File: src/rtl/fetch_line_responder_if.sv
// Request, instruction-bus and response signals of the line-fill responder.
// master = fetch buffer / bus model side, slave = fetch_line_responder.
interface fetch_line_responder_if #(
    parameter int unsigned PA_BITS = 34,
    parameter int unsigned LINELEN = 512,
    parameter int unsigned BUSW    = 64
);
    // Request side
    logic               ReqValid;
    logic               ReqReady;
    logic [PA_BITS-1:0] ReqPAdr;
    logic               ReqPrefetch;
    logic               Flush;

    // Instruction bus side
    logic               BusReq;
    logic [PA_BITS-1:0] BusAdr;
    logic               BusBeatValid;
    logic [BUSW-1:0]    BusData;
    logic               BusErr;

    // Response side
    logic               RespValid;
    logic               RespReady;
    logic [LINELEN-1:0] RespLine;
    logic [PA_BITS-1:0] RespPAdr;
    logic               RespPrefetch;
    logic               RespErr;

    modport master (
        output ReqValid, ReqPAdr, ReqPrefetch, Flush,
        output BusBeatValid, BusData, BusErr,
        output RespReady,
        input  ReqReady, BusReq, BusAdr,
        input  RespValid, RespLine, RespPAdr, RespPrefetch, RespErr
    );

    modport slave (
        input  ReqValid, ReqPAdr, ReqPrefetch, Flush,
        input  BusBeatValid, BusData, BusErr,
        input  RespReady,
        output ReqReady, BusReq, BusAdr,
        output RespValid, RespLine, RespPAdr, RespPrefetch, RespErr
    );
endinterface

File: src/rtl/fetch_line_responder.sv
// Line-fill responder: accepts one line request, bursts BEATS bus beats, assembles the line
// and hands it back with its aligned address, prefetch tag and sticky error flag.
// Optional feature: define FETCHRESP_LASTLINE_EN to keep the last error-free line in a
// one-entry holding register and answer repeat requests without a bus burst.
module fetch_line_responder #(
    parameter int unsigned PA_BITS = 34,
    parameter int unsigned LINELEN = 512,
    parameter int unsigned BUSW    = 64
) (
    input logic                  clk,
    input logic                  reset,   // asynchronous, active low
    fetch_line_responder_if.slave fif
);
    localparam int unsigned BEATS      = LINELEN / BUSW;
    localparam int unsigned CNT_W      = $clog2(BEATS);
    localparam int unsigned LINE_BYTES = LINELEN / 8;
    localparam int unsigned BEAT_BYTES = BUSW / 8;

    typedef enum logic [1:0] {StIdle, StBurst, StResp, StDrain} state_e;

    state_e             state_q;
    logic [CNT_W-1:0]   cnt_q;
    logic [LINELEN-1:0] line_q;
    logic [PA_BITS-1:0] padr_q;
    logic [PA_BITS-1:0] bus_adr_q;
    logic               pf_q;
    logic               err_q;
    logic               req_ready_q;
    logic               bus_req_q;
    logic               resp_valid_q;

    logic [PA_BITS-1:0] req_aligned;
    logic               accept;
    logic               last_beat;
    logic [LINELEN-1:0] line_next;

`ifdef FETCHRESP_LASTLINE_EN
    logic               hold_valid_q;
    logic [PA_BITS-1:0] hold_adr_q;
    logic [LINELEN-1:0] hold_line_q;
    logic               hold_hit;
`endif

    assign req_aligned = fif.ReqPAdr & ~PA_BITS'(LINE_BYTES - 1);
    assign accept      = fif.ReqValid & req_ready_q & ~fif.Flush;
    assign last_beat   = (cnt_q == CNT_W'(BEATS - 1));

`ifdef FETCHRESP_LASTLINE_EN
    assign hold_hit = hold_valid_q && (hold_adr_q == req_aligned);
`endif

    // Line image with the incoming beat merged into its slot
    always_comb begin
        line_next = line_q;
        line_next[cnt_q*BUSW +: BUSW] = fif.BusData;
    end

    // Control FSM with registered handshake outputs and datapath registers
    always_ff @(posedge clk or negedge reset) begin
        if (!reset) begin
            state_q      <= StIdle;
            cnt_q        <= '0;
            line_q       <= '0;
            padr_q       <= '0;
            bus_adr_q    <= '0;
            pf_q         <= 1'b0;
            err_q        <= 1'b0;
            req_ready_q  <= 1'b1;
            bus_req_q    <= 1'b0;
            resp_valid_q <= 1'b0;
`ifdef FETCHRESP_LASTLINE_EN
            hold_valid_q <= 1'b0;
            hold_adr_q   <= '0;
            hold_line_q  <= '0;
`endif
        end else begin
            unique case (state_q)
                StIdle: begin
                    if (accept) begin
                        padr_q      <= req_aligned;
                        bus_adr_q   <= req_aligned;
                        pf_q        <= fif.ReqPrefetch;
                        err_q       <= 1'b0;
                        cnt_q       <= '0;
                        req_ready_q <= 1'b0;
`ifdef FETCHRESP_LASTLINE_EN
                        if (hold_hit) begin
                            line_q       <= hold_line_q;
                            state_q      <= StResp;
                            resp_valid_q <= 1'b1;
                        end else begin
                            state_q   <= StBurst;
                            bus_req_q <= 1'b1;
                        end
`else
                        state_q   <= StBurst;
                        bus_req_q <= 1'b1;
`endif
                    end
                end
                StBurst: begin
                    if (fif.BusBeatValid) begin
                        cnt_q     <= cnt_q + CNT_W'(1);
                        bus_adr_q <= bus_adr_q + PA_BITS'(BEAT_BYTES);
                        line_q    <= line_next;
                        err_q     <= err_q | fif.BusErr;
                        if (last_beat) begin
                            bus_req_q <= 1'b0;
                            if (fif.Flush) begin
                                state_q     <= StIdle;
                                req_ready_q <= 1'b1;
                            end else begin
                                state_q      <= StResp;
                                resp_valid_q <= 1'b1;
`ifdef FETCHRESP_LASTLINE_EN
                                if (!(err_q | fif.BusErr)) begin
                                    hold_valid_q <= 1'b1;
                                    hold_adr_q   <= padr_q;
                                    hold_line_q  <= line_next;
                                end
`endif
                            end
                        end else if (fif.Flush) begin
                            state_q   <= StDrain;
                            bus_req_q <= 1'b0;
                        end
                    end else if (fif.Flush) begin
                        state_q   <= StDrain;
                        bus_req_q <= 1'b0;
                    end
                end
                StResp: begin
                    // A flush drops the line exactly like a consumer handshake would
                    if (fif.Flush || fif.RespReady) begin
                        state_q      <= StIdle;
                        resp_valid_q <= 1'b0;
                        req_ready_q  <= 1'b1;
                    end
                end
                StDrain: begin
                    // Swallow the rest of the burst so the bus sees a complete transfer
                    if (fif.BusBeatValid) begin
                        cnt_q     <= cnt_q + CNT_W'(1);
                        bus_adr_q <= bus_adr_q + PA_BITS'(BEAT_BYTES);
                        if (last_beat) begin
                            state_q     <= StIdle;
                            req_ready_q <= 1'b1;
                        end
                    end
                end
                default: begin
                    state_q      <= StIdle;
                    req_ready_q  <= 1'b1;
                    bus_req_q    <= 1'b0;
                    resp_valid_q <= 1'b0;
                end
            endcase
`ifdef FETCHRESP_LASTLINE_EN
            if (fif.Flush) begin
                hold_valid_q <= 1'b0;
            end
`endif
        end
    end

    assign fif.ReqReady     = req_ready_q;
    assign fif.BusReq       = bus_req_q;
    assign fif.BusAdr       = bus_adr_q;
    assign fif.RespValid    = resp_valid_q;
    assign fif.RespLine     = line_q;
    assign fif.RespPAdr     = padr_q;
    assign fif.RespPrefetch = pf_q;
    assign fif.RespErr      = err_q;
endmodule

File: src/flat_wrapper.sv
// flat-port wrapper written by rule: the top's interface ports become plain ports
module fetch_line_responder_flat 
#(
    parameter int unsigned PA_BITS = 34,
    parameter int unsigned LINELEN = 512,
    parameter int unsigned BUSW    = 64
)
  (clk, reset, fif_ReqValid, fif_ReqPAdr, fif_ReqPrefetch, fif_Flush, fif_BusBeatValid, fif_BusData, fif_BusErr, fif_RespReady, fif_ReqReady, fif_BusReq, fif_BusAdr, fif_RespValid, fif_RespLine, fif_RespPAdr, fif_RespPrefetch, fif_RespErr);
  fetch_line_responder_if #(.PA_BITS(PA_BITS), .LINELEN(LINELEN), .BUSW(BUSW)) fif_i ();
  input logic clk;
  input logic reset;
  input wire logic [$bits(fif_i.ReqValid)-1:0] fif_ReqValid;
  input wire logic [$bits(fif_i.ReqPAdr)-1:0] fif_ReqPAdr;
  input wire logic [$bits(fif_i.ReqPrefetch)-1:0] fif_ReqPrefetch;
  input wire logic [$bits(fif_i.Flush)-1:0] fif_Flush;
  input wire logic [$bits(fif_i.BusBeatValid)-1:0] fif_BusBeatValid;
  input wire logic [$bits(fif_i.BusData)-1:0] fif_BusData;
  input wire logic [$bits(fif_i.BusErr)-1:0] fif_BusErr;
  input wire logic [$bits(fif_i.RespReady)-1:0] fif_RespReady;
  output wire logic [$bits(fif_i.ReqReady)-1:0] fif_ReqReady;
  output wire logic [$bits(fif_i.BusReq)-1:0] fif_BusReq;
  output wire logic [$bits(fif_i.BusAdr)-1:0] fif_BusAdr;
  output wire logic [$bits(fif_i.RespValid)-1:0] fif_RespValid;
  output wire logic [$bits(fif_i.RespLine)-1:0] fif_RespLine;
  output wire logic [$bits(fif_i.RespPAdr)-1:0] fif_RespPAdr;
  output wire logic [$bits(fif_i.RespPrefetch)-1:0] fif_RespPrefetch;
  output wire logic [$bits(fif_i.RespErr)-1:0] fif_RespErr;
  assign fif_i.ReqValid = fif_ReqValid;
  assign fif_i.ReqPAdr = fif_ReqPAdr;
  assign fif_i.ReqPrefetch = fif_ReqPrefetch;
  assign fif_i.Flush = fif_Flush;
  assign fif_i.BusBeatValid = fif_BusBeatValid;
  assign fif_i.BusData = fif_BusData;
  assign fif_i.BusErr = fif_BusErr;
  assign fif_i.RespReady = fif_RespReady;
  assign fif_ReqReady = fif_i.ReqReady;
  assign fif_BusReq = fif_i.BusReq;
  assign fif_BusAdr = fif_i.BusAdr;
  assign fif_RespValid = fif_i.RespValid;
  assign fif_RespLine = fif_i.RespLine;
  assign fif_RespPAdr = fif_i.RespPAdr;
  assign fif_RespPrefetch = fif_i.RespPrefetch;
  assign fif_RespErr = fif_i.RespErr;
  fetch_line_responder #(.PA_BITS(PA_BITS), .LINELEN(LINELEN), .BUSW(BUSW)) u_core (.clk(clk), .reset(reset), .fif(fif_i));
endmodule
File: config.mk
export PLATFORM = sky130hd
export DESIGN_NAME = fetch_line_responder_flat
export DESIGN_NICKNAME = d
export VERILOG_FILES = /design/src/rtl/fetch_line_responder_if.sv /design/src/rtl/fetch_line_responder.sv /design/src/flat_wrapper.sv
export SDC_FILE = /design/constraint.sdc
export NUM_CORES = 1
export LEC_CHECK = 0
export ABC_AREA = 1
export CAP_MARGIN = 10
export CORE_AREA = 4 4 264 266
export DETAILED_ROUTE_END_ITERATION = 7
export DIE_AREA = 0 0 268 270
export SYNTH_ARGS = -nofsm -noshare
export SYNTH_HDL_FRONTEND = slang
export SYNTH_SLANG_ARGS = --single-unit
File: constraint.sdc
create_clock -name clk -period 4.3 [get_ports clk]
set_input_delay 0.43 -clock clk [delete_from_list [all_inputs] [get_ports clk]]
set_output_delay 0.43 -clock clk [all_outputs]
set_load 0.005 [all_outputs]
==> metrics.cfg, run 1 <==
[status]
run_status = finished clean

[global_routing]
antenna_found_initial = 3
gr-total-overflow = 0
grt_pass1_vias = 22500
track_usage_pct = 28.8
grt_max_degree = 131
grt_first_pass_wirelength_um = 157000

[synthesis]
yosysSeqAreaShare_pct = 57.7
synth_cells = 3049
muxShareOfSynthArea_pct = 0
synth_xor_area_share_pct = 0.0695
synth_area_mm2 = 0.0252
yosys.area.top_type_share_pct = 57.6
yosysUniqueCellTypes = 31
synth-seq-cells = 581
synth-adder-area-share_pct = 0.298
synth_compound_area_share_pct = 9.55
synth_area_leaders = dfrtp_1 58%, nand2_1 13%, nand3_1 7.1%, o21ai_0 5.1%, inv_1 3.5%
synth_top_family_by_area = simple AND/OR/NAND/NOR gates
synth_largest_area_cell = dfrtp_1
ys.warnings.count = 0
yosys.area_share.simple_pct = 25.0
avgSynthCellArea_um2 = 8.26

[clock_network]
cts_tree = done
cts_resized = 0
cts-buffers-inserted = 69
cts_root_buf = clkbuf_16
clk_path_buf_depth = 3
htreeDepth = 3
clk_latency_ns = 0.61
hold_buffers = 1
post-cts-setup-buffers = 0
cts_sinks = 581
path_clk_slew_ns = 0.06

[detailed_routing]
drt_first_pass_iters = 6
met3_wirelength_um = 9460
first_iter_violations = 2039
avgRoutedWirePerCell_um = 23.3
via_count = 23300
drt_wl_total_um = 106000
vias_per_cell = 5.11
top_layer_used = met5
wl_met2_um = 49400
postRouteAntennaNets = 0
met1Wirelength_um = 44400
drc_errors = 0

[setup_path]
crit_type = flip-flop to flip-flop
slowest_delay_ns = 0.69
path_cells = inv_2 > ha_1 > ha_4 > inv_6 > nand3_4 > nor3_4 > inv_2 > nand2_1 > nand2_1
crit_path_end = u_core.fif.RespLine[386]
rr_endpoint = u_core.fif.RespLine[386]
cp_max_fo = 33
cp_data_required_time_ns = 4.79
startpoint_type = flip-flop
critPathLaunch = u_core.cnt_q[0]
crit_family = simple AND/OR/NAND/NOR gates
r2r_cells = 9
cp.depth = 9
cp_num_buf_inv = 3
cp-end-kind = flip-flop
arrival_ns = 3.94
r2r_slack_ns = 0.85
slowest_stage = nor3_4
crit-reg2reg-launch = u_core.cnt_q[0]

[floorplanning]
die_w_um = 268
coreArea_mm2 = 0.0670
die_h_um = 270
initial_utilization_pct = 37.6
pin_count = 691
die-area_mm2 = 0.0724
rows = 95

[placed_design]
port_buffers = 675
place_congestion = 0.887
place_area_mm2 = 0.0329
hpwlAfterDp_um = 73500

[sta]
fmax_ghz = 0.290
fin_crit_sh_pct = 80.3
tightest_slew_ns = 1.03
drv_slew = 0
rsz0062_at_grt = no
maxSlewHeadroom_pct = 31.6
hold_viol_final = 0
fin_worst_skew_ns = 0.0266
tns_ns = 0
layout_min_cycle_time_ns = 3.45
final-setup-viol-count = 0

[layout]
fillers = 6332
area_delta_synth_final_pct = 39.6
nNetsFinal = 3742
area.sequential_mm2 = 0.0145
final_cell_area_mm2 = 0.0352
multiInputGateArea_mm2 = 0.00897
drive_gt1_share_pct = 5.08

[job]
maxCapViolations = 0

[worst_hold_path]
hold_path.class = primary input to flip-flop

[power_and_ir_drop]
power_density_mw_per_mm2 = 701
ir_drop_mv = 1.10
p_leak_nw = 16.9
power_mw = 24.6

-- logic make-up after synthesis --
group                      count (synthesis)
buffers and inverters                    462
DFF                                      581
xor gates and xnor gates                   2
adders and majority gates                  6
AOI/OAI and AO/OA                        478
and+or+nand+nor                         1519
other                                      1
-- layout make-up --
type / count / share of cell area (%)
Multi-Input combinational cell: 2014 / 25.5
Inverter: 240 / 2.59
Clock inverter: 20 / 0.473
Clock buffer: 105 / 5.99
Antenna cell: 2 / 0.0142
Timing Repair Buffer: 724 / 21.0
Tap cell: 873 / 3.11
Sequential cell: 581 / 41.3
-- synth_stat cells --
master and count:
nand2_1 856, dfrtp_1 580, nand3_1 359, o21ai_0 258, inv_1 232, nor2_1 209
clkbuf_1 149, a21oi_1 116, o21ai_1 99, nor3_1 83, buf_2 55, buf_4 11
inv_2 8, buf_1 7, ha_1 6, nor2_2 3, nand4_1 2, nor3_2 2
o31ai_1 2, a21boi_0 1, a22o_1 1, and2_1 1, conb_1 1, dfstp_2 1
nand2_2 1, nand3b_1 1, nor2_4 1, nor3_4 1, o22ai_1 1, xnor2_1 1
xor2_1 1
-- placed cells by master, fill, tap and decap left out, drive strengths merged, types with 2 or more instances in the layout --
cell type and count:
buf 49, clkinv 14, nand2 857, nand3 359, o31ai 2, clkbuf 105
nor3 86, nor2 213, diode 2, clkinvlp 3, a21oi 116, nand4 2
dfrtp 580, inv 242, conb 9, clkdlybuf4s50 674, ha 6, o21ai 357
-- layer usage --
layer	up-vias	GRT usage [%]
met5	-	0
met4	2	8.05
met3	136	8.79
met2	835	45.7
met1	11400	38.3
li1	11000	-
-- power breakdown --
group	switching (mW)	leakage, nW	total, mW	internal [mW]
clock	2.42	1.12	5.88	3.46
sequential	1.09	7.78	8.14	7.05
combinational	6.50	7.97	10.6	4.13
total	10.0	16.9	24.6	14.6
-- sequential cells by signal, summed over array words and instances (netlist names) --
name,cells
u_core.cnt_q,3
u_core.fif.BusAdr,31
u_core.fif.BusReq,1
u_core.fif.ReqReady,1
u_core.fif.RespErr,1
u_core.fif.RespLine,512
u_core.fif.RespPAdr,28
u_core.fif.RespPrefetch,1
u_core.fif.RespValid,1
u_core.state_q,2
-- worst min path at each step --
stage	slack, ns	start	depth (start not counted)	to
CTS	0.35	fif_ReqPrefetch	3	u_core.fif.RespPrefetch
detailed placement	0.46	u_core.fif.RespPAdr[6]	2	u_core.fif.RespPAdr[6]
floorplan	0.13	reset	0	u_core.cnt_q[0]
global placement	0.45	u_core.fif.RespPAdr[6]	2	u_core.fif.RespPAdr[6]
global route	0.38	fif_ReqPrefetch	3	u_core.fif.RespPrefetch
finish	0.39	fif_ReqPrefetch	3	u_core.fif.RespPrefetch
-- through the flow --
step / worst slack [ns] / std cells / utilization, % / hold WS [ns]
after floorplan: 2.04 / 3057 / - / 0.134
after global placement: 0.880 / 4431 / 49.0 / 0.453
after detailed placement: 0.820 / 4431 / 49.0 / 0.458
after CTS: 0.797 / 4557 / 52.5 / 0.355
after global routing: 0.614 / 4559 / 52.5 / 0.380
final: 0.846 / 4559 / 52.5 / 0.391
-- tightest hold or removal path, delay by kind of cell --
kind	cells	cell delay, ns
simple gates	2	0.12
buf+inv	1	0.40
(Power assumes the default switching activity.)
==> inputs of run 2 (changes only) <==
--- a/config.mk
+++ b/config.mk
@@ -10,6 +10,7 @@
 export CORE_AREA = 4 4 264 266
 export DETAILED_ROUTE_END_ITERATION = 7
 export DIE_AREA = 0 0 268 270
+export PLACE_DENSITY = 0.67
 export SYNTH_ARGS = -nofsm -noshare
 export SYNTH_HDL_FRONTEND = slang
 export SYNTH_SLANG_ARGS = --single-unit
==> constraint.sdc (replaced) <==
create_clock -name clk -period 3.1 [get_ports clk]
set_input_delay 0.31 -clock clk [delete_from_list [all_inputs] [get_ports clk]]
set_output_delay 0.31 -clock clk [all_outputs]
set_load 0.005 [all_outputs]
==> metrics.cfg, run 2 (same netlist as run 1, synthesis figures left out) <==
[layout]
nNetsFinal = 3754  ; +0.32%
largest_reg_flops = 512  ; unchanged
final_cell_mix = 853 x nand2_1, 674 x clkdlybuf4s50_1, 580 x dfrtp_1
final_util_pct = 52.5  ; +0.064 points
area_delta_synth_final_pct = 39.8
drive_gt1_share_pct = 5.39  ; +0.31 points
final_common_cell = nand2_1

[floorplanning]
rows = 95  ; unchanged
die_w_um = 268  ; unchanged
coreArea_mm2 = 0.0670  ; unchanged
die-area_mm2 = 0.0724  ; unchanged
die_h_um = 270  ; unchanged
initial_utilization_pct = 37.6  ; unchanged
pin_count = 691  ; unchanged

[clock_network]
cts_sinks = 581  ; unchanged
clk_path_buf_depth = 3  ; unchanged
clk_latency_ns = 0.61  ; about the same
path_clk_slew_ns = 0.06  ; about the same
cts_tree = done
htreeDepth = 3  ; unchanged
post-cts-setup-buffers = 0  ; unchanged
cts_root_buf = clkbuf_16
cts-buffers-inserted = 67  ; -2.9%

[setup_path]
startpoint_type = flip-flop
arrival_ns = 3.41  ; -0.53 ns
path_cells = inv_2 > ha_1 > inv_4 > nor3_2 > nand2_1 > nor2_4 > buf_4 > nand3_1 > nand2_1
cp_data_required_time_ns = 3.63  ; -1.16 ns
slowest_stage = ha_1
cp_max_fo = 39  ; +18%
cp-end-kind = flip-flop
path_common_cell = nand2_1
slowest_delay_ns = 0.56  ; -0.13 ns
crit_type = flip-flop to flip-flop

[sta]
final-setup-viol-count = 0  ; unchanged
drv_slew = 0  ; unchanged
maxSlewHeadroom_pct = 23.2  ; -8.5 points
tightest_slew_ns = 1.15  ; +0.127 ns
fin_crit_sh_pct = 93.1  ; +13 points
tns_ns = 0  ; unchanged
fmax_ghz = 0.347  ; +20%
fin_worst_skew_ns = 0.0223  ; -0.00433 ns
layout_min_cycle_time_ns = 2.88  ; -0.569 ns
hold_viol_final = 0  ; unchanged
rsz0062_at_grt = no

[detailed_routing]
postRouteAntennaNets = 0  ; unchanged
avgRoutedWirePerCell_um = 23.4  ; +0.43%
drt_wl_total_um = 107000  ; +0.60%
drc_errors = 0  ; unchanged
first_iter_violations = 2140  ; +5.0%
vias_per_cell = 5.19  ; +1.6%
via_count = 23700  ; +1.7%
drt_first_pass_iters = 5  ; -1

[job]
maxCapViolations = 0  ; unchanged

[power_and_ir_drop]
power_mw = 34.5  ; +40%
p_clk_share_pct = 24.0  ; about the same
ir_drop_mv = 0.967  ; -12%
p_leak_nw = 16.9  ; +0.33%
p_seq_share_pct = 32.8  ; -0.2 points
power_density_mw_per_mm2 = 979  ; +40%
swShare_pct = 40.6  ; about the same
p_switching_mw = 14.0  ; +40%
power_frac_comb_pct = 43.2  ; about the same
internal_power_mw = 20.5  ; +40%

[global_routing]
antenna_found_initial = 3  ; unchanged
grt_max_degree = 87  ; -34%
gr-total-overflow = 0  ; unchanged
track_usage_pct = 28.9  ; +0.14 points
grt_first_pass_wirelength_um = 159000  ; +0.88%
grt_pass1_vias = 23400  ; +3.9%

[placed_design]
hpwlAfterDp_um = 73300  ; -0.16%
port_buffers = 675  ; unchanged
place_congestion = 0.907  ; +2.2%

[status]
run_status = finished clean

[worst_hold_path]
hold_path.class = primary input to flip-flop

## run 2: cell count changes in the layout (fill, tap and decap cells not counted), sizes merged, moves of 2 or more
cell / before / now
clkinv: 14 / 9
buf: 49 / 62
inv: 242 / 245
clkbuf: 105 / 100
clkinvlp: 3 / 1
bufinv: 1 / 5
## run 2: path summary, 6_finish.rpt
| check | start | endpoint | slack, ns | depth (start not counted) |
|---|---|---|---|---|
| max | u_core.cnt_q[0] | u_core.fif.RespLine[91] | 0.22 | 9 |
| min | fif_ReqPrefetch | u_core.fif.RespPrefetch | 0.26 | 3 |
| max reg2reg | u_core.cnt_q[0] | u_core.fif.RespLine[91] | 0.22 | 9 |
| min reg2reg | u_core.fif.RespLine[131] | u_core.fif.RespLine[131] | 0.47 | 2 |
| max in group asynchronous | reset | u_core.fif.RespLine[315] | 1.85 | 3 |
| min in group asynchronous | reset | u_core.fif.RespLine[212] | 0.31 | 2 |
## run 2: layout make-up
type | count | area (um2)
Clock buffer | 100 | 2000
Inverter | 240 | 912
Clock inverter | 20 | 275
Antenna cell | 1 | 2.50
Timing Repair Buffer | 737 | 7400
Tap cell | 873 | 1090
Sequential cell | 581 | 14500
Multi-Input combinational cell | 2015 | 8980
Fill cell | 6267 | 31800
## run 2: through the flow
stage | worst slack (ns) | cell area [um2] | hold WS (ns) | std cells
after global placement | 0.198 | 32900 | 0.335 | 4444
final | 0.215 | 35200 | 0.264 | 4567
after floorplan | 0.845 | 25200 | 0.0144 | 3057
after global routing | 0.0126 | 35200 | 0.271 | 4567
after detailed placement | 0.118 | 32900 | 0.336 | 4444
after CTS | 0.0608 | 35200 | 0.227 | 4565
## run 2: critical path, delay by kind of cell (launching register included)
kind | cells | cell delay, ns
simple gates | 5 | 0.94
fa+ha+maj | 1 | 0.56
buf+inv | 3 | 0.78
flops | 1 | 0.49
## run 2: what timing repair did
| action | in CTS | in global routing |
|---|---|---|
| hold buffers | 1 | 0 |
| gates resized for setup | 0 | 1 |
| endpoints found under the setup margin | 0 | 64 |
| endpoints found under the hold margin | 55 | 0 |
## run 2: power by group through the flow
stage	sequential, mW	combinational [mW]	clock (mW)
5_1_grt	11.6	16.0	8.75
3_3_place_gp	11.3	14.7	0
6_report	11.3	14.9	8.27
4_1_cts	11.3	14.8	8.41
2_1_floorplan	11.3	5.97	0
3_5_place_dp	11.4	14.8	0
## run 2: routing by layer
layer / share of wire (%) / global-route usage, % / vias up
met3: 9.4 / 9.08 / 199
met5: 0.011 / 0 / -
met2: 46 / 45.5 / 1000
met1: 40 / 37.7 / 11500
li1: - / - / 11000
met4: 4.1 / 10.4 / 2
